==> src/rtl/sat_counter.sv <==
// Saturating up-counter with synchronous clear.
module sat_counter #(
  parameter int unsigned W = 4
) (
  input  logic         clk_i,
  input  logic         clr_i,
  input  logic         inc_i,
  output logic [W-1:0] cnt_o
);

  logic [W-1:0] cnt_q, cnt_d;

  always_comb begin
    cnt_d = cnt_q;
    if (inc_i && (cnt_q != '1)) begin
      cnt_d = cnt_q + W'(1);
    end
  end

  always_ff @(posedge clk_i) begin
    if (clr_i) begin
      cnt_q <= '0;
    end else begin
      cnt_q <= cnt_d;
    end
  end

  assign cnt_o = cnt_q;

endmodule

==> config.mk <==
export PLATFORM = sky130hd
export DESIGN_NAME = sat_counter
export DESIGN_NICKNAME = d
export VERILOG_FILES = /design/src/rtl/sat_counter.sv
export SDC_FILE = /design/constraint.sdc
export NUM_CORES = 1
export LEC_CHECK = 0
export ABC_AREA = 1
export BUFFER_PORTS_ARGS = -buffer_cell sky130_fd_sc_hd__buf_4
export CAP_MARGIN = 10
export CORE_AREA = 2 2 39 41
export DETAILED_ROUTE_END_ITERATION = 6
export DIE_AREA = 0 0 41 43
export SETUP_SLACK_MARGIN = 0.3
export SLEW_MARGIN = 10
export SYNTH_ARGS = -nofsm -noshare
export SYNTH_HDL_FRONTEND = slang
export SYNTH_SLANG_ARGS = --single-unit
==> constraint.sdc <==
create_clock -name clk_i -period 3.6 [get_ports clk_i]
set_clock_uncertainty 0.15 [all_clocks]
set_input_delay 0.9 -clock clk_i [delete_from_list [all_inputs] [get_ports clk_i]]
set_output_delay 0.9 -clock clk_i [all_outputs]
set_load 0.05 [all_outputs]
---- Word level (Yosys, flattened, before mapping) ----
Index checks and enable logic that the tools add are counted.
word-level totals
  bits in registers ....................... 4
  input port bits ......................... 3
  output and inout port bits .............. 4
  logic and storage cells ................. 4
operators by class
  $add $sub $neg .......................... 1
  equal/unequal tests ..................... 1
  reduce and logical (&&, ||, !) cells .... 1
operator list
  kind                 number
  $add 4x1->4 const B  1
  $ne 4x4->1 const B   1
  $logic_and 1x1->1    1

---- Depth between registers and ports, before layout ----
  word-level depth ........................ 2
  mapped depth ............................ 7
  depth with buffers taken out ............ 7

---- Worst setup path before layout ----
OpenSTA, ideal clock, no wires.
  path kind ............................... flip-flop to output port
  start ................................... register cnt_q[0], in the netlist cnt_o[0]
  end ..................................... output port cnt_o[0]
  arrival time ............................ 0.683 ns
  data required time ...................... 2.550 ns
  path slack .............................. 1.867 ns
  stages on the path, launching flop included .. 1
  path buffers ............................ 0
  cell sequence ........................... dfxtp_1
RTL lines
  what                      RTL line  source
  start: declaration        11        logic [W-1:0] cnt_q, cnt_d;
  start signal: assignment  24        cnt_q <= cnt_d;
  end: declaration          8         output logic [W-1:0] cnt_o
No word-level cell between the ends.

---- Worst setup path after layout ----
  start ................................... register cnt_q[0], in the netlist cnt_o[0]
  end ..................................... output port cnt_o[0]
No word-level cell between the ends.

==> summary.txt <==
Worst setup path
  • Req. time, crit path: 2550 ps
  • Critical-path top delay cell: dfxtp_1
  • Kind of critical path: reg -> out
  • Worst-path cell chain: buf_4
  • Worst EP arrival: around 880 ps
  • Crit path largest cell delay: between 400 and 500 ps
  • CP Buf/Inv Count: 1
  • Worst setup EP type: primary output
  • FF-to-FF Start: cnt_o[0]
  • Delay-heaviest family, CP: flip-flops
  • Reg2reg end: cnt_o[3]
  • Worst-path maximum fanout: 6
  • Worst reg-to-reg setup slack: around 2300 ps
  • Startpoint types: register
  • R2R depth: 6

Detailed routing
  • DR vias/cell: 3.91
  • Drt total wl: around 430 um
  • DRC violations left: 0
  • Initial drt markers: 5
  • Post-DR wirelength/cell: ~8 um
  • Antenna-violating nets left: 0
  • Drt pass-1 iters: 4
  • Routed vias: between 200 and 250

Place
  • GPL Wtd Cong: 0.633
  • Place WS: 1910 ps
  • DP Area: 267 um^2
  • Buffers on Ports: 6
  • Dpl hpwl: 362 um

Layout
  • Fillers: 157
  • Multi-input logic area: 110 um^2
  • Most common cell after layout, fill and taps aside: nor2_1
  • Number of flip-flops in the largest register: 4
  • Syn-to-layout area delta: 43.5%
  • Most frequent cells in the layout: 9 x nor2_1, 6 x buf_4, 4 x nand2_1, 4 x dfxtp_1, 3 x clkbuf_4
  • Sequential cell area: 80.1 um^2
  • Layout cells sized above 1: 34.2%
  • N_diodes: 0
  • Final instance area: 289 um^2
  • Layout net count: 44

Timing
  • Slew @ Worst Pin: 202 ps
  • PnR worst setup slack: 1670 ps
  • Minimum clock period: 1930 ps
  • Final setup violation count: 0
  • RSZ-0062 raised after global routing: no
  • Total negative slack: 0 ps
  • Fin. max-slew vios: 0
  • Fmax: 517 MHz
  • Max_slew headroom: slightly below 90%
  • Final Hold Violating Endpoints: 0
  • Final worst-path cycle share: 53.7%
  • WHS: 394 ps

Clocking
  • CTS Root Cell: clkbuf_4
  • Maximum clock insertion buffer count: 2
  • Worst-path clk slew: roughly 40 ps
  • # resized after CTS: 0
  • H-tree levels: 1
  • CTS Buf Count: 3
  • Cts hold-fix bufs: 0
  • Number of post-CTS setup repair buffers: 0
  • TritonCTS clock tree: done
  • # clock sinks: 4
  • Clock insertion delay at the later pin of the skew report: 230 ps

Global route
  • Total GRT Usage: 6.82%
  • First-pass GRT wire length: 717 um
  • Met2 Track Usage GR: 10.0%
  • Grt met1 use: under 10%
  • Vias in the first global route: 212
  • Top Usage Layer GRT: met2
  • Largest net degree at the start of global routing: 7
  • Initial antenna violation count: 0
  • M3 GR Usage: 4.71%
  • GRT overflow: 0

Yosys
  • Largest family of logic cells by synthesized area: simple AND/OR/NAND/NOR gates
  • Post-synthesis mux area share: 0%
  • Seq/Total Area, Yosys: between 30% and 40%
  • Avg Inst Size Synth: 6.95 um^2
  • Compound-Gate Fraction of Synth Area: roughly 5.0%
  • Post-Synth XOR/XNOR Area: 0%
  • Post-Synth Adder-Cell Area: 6.21%
  • Mapped Cells: 29
  • Synth Warn #: 0
  • Post-Synth Simple-Gate Area: 43.5%
  • Distinct cell type count of the synthesized netlist: 13
  • Syn Nets: 33
  • Seq cells post-synth: 4
  • Area of the mapped netlist: 201 um^2

Worst hold path
  • Min-delay worst type: reg -> reg
  • WHS Path Cells: 2
  • Worst hold endpoint: cnt_o[1]
  • Hold_sp: cnt_o[1]

Floorplan
  • Ports placed on the boundary: 7
  • Die H: 43 um
  • Placeable Area: 1380 um^2
  • Die width: around 40 um
  • Initial core utilization: 14.6%
  • Die ar.: 1760 um^2
  • # rows: 14

Power and ir drop
  • Static Leak: 0.000128 uW
  • Power per cell area: 433 nW/um^2
  • Worst VDD drop: 0.0864 mV

Status
  • Status: finished clean

Flow run
  • Max_cap viols: 0
power by group:
part | leakage, uW | internal [uW] | total, uW | switching, uW
sequential | 0.0000328 | 46.8 | 49.9 | 3.14
clock | 0.0000138 | 37.2 | 54.9 | 17.6
combinational | 0.0000812 | 7.03 | 20.5 | 13.4
final cells by class:
type                       count  area share [%]
multi-input combinational     22            38.1
clock buffer                   3            7.79
tap                           16            6.93
sequential                     4            27.7
timing repair buffer           6            15.6
inverter                       3            3.90
routing by layer:
metal	vias to the layer above	part of all wire [%]
li1	113	-
met1	95	38
met2	3	56
met3	0	6.0
met4	0	0
met5	-	0
worst max path at each step:
stage,startpoint,slack [ps],end,cells after the start
floorplan,cnt_o[0],1870,cnt_o[0],0
global placement,cnt_o[0],1900,cnt_o[0],1
detailed placement,cnt_o[0],1910,cnt_o[0],1
CTS,cnt_o[0],1660,cnt_o[0],1
global route,cnt_o[2],1600,cnt_o[2],1
finish,cnt_o[0],1670,cnt_o[0],1
worst register-to-register path, delay by kind of cell, from the launching register on:
kind                       cells  cell delay, ps
DFF                            1             410
adders and majority gates      1             240
and+or+nand+nor                5             380
kinds of logic after synthesis:
logic type / Yosys count
flip-flops: 4
adder cells (fa/ha/maj): 1
AND/OR/NAND/NOR: 19
AO/OA/AOI/OAI: 2
buffers and inverters: 3
per-stage QoR:
step / total power (uW) / utilization, % / instances
floorplan: 64.0 / - / 29
global placement: 71.1 / 19.3 / 51
detailed placement: 71.3 / 19.3 / 51
CTS: 129 / 20.9 / 54
global route: 133 / 20.9 / 54
finish: 125 / 20.9 / 54
cell usage after synthesis (all sizes together):
library cell / number / share of area (%)
nand4: 1 / 3.1
ha: 1 / 6.2
dfxtp: 4 / 40
o21ai: 1 / 2.5
nand3: 2 / 7.5
nor3: 1 / 2.5
nand2: 6 / 14
nor2: 9 / 17
inv: 3 / 5.6
a21oi: 1 / 2.5
(Power assumes the default switching activity.)
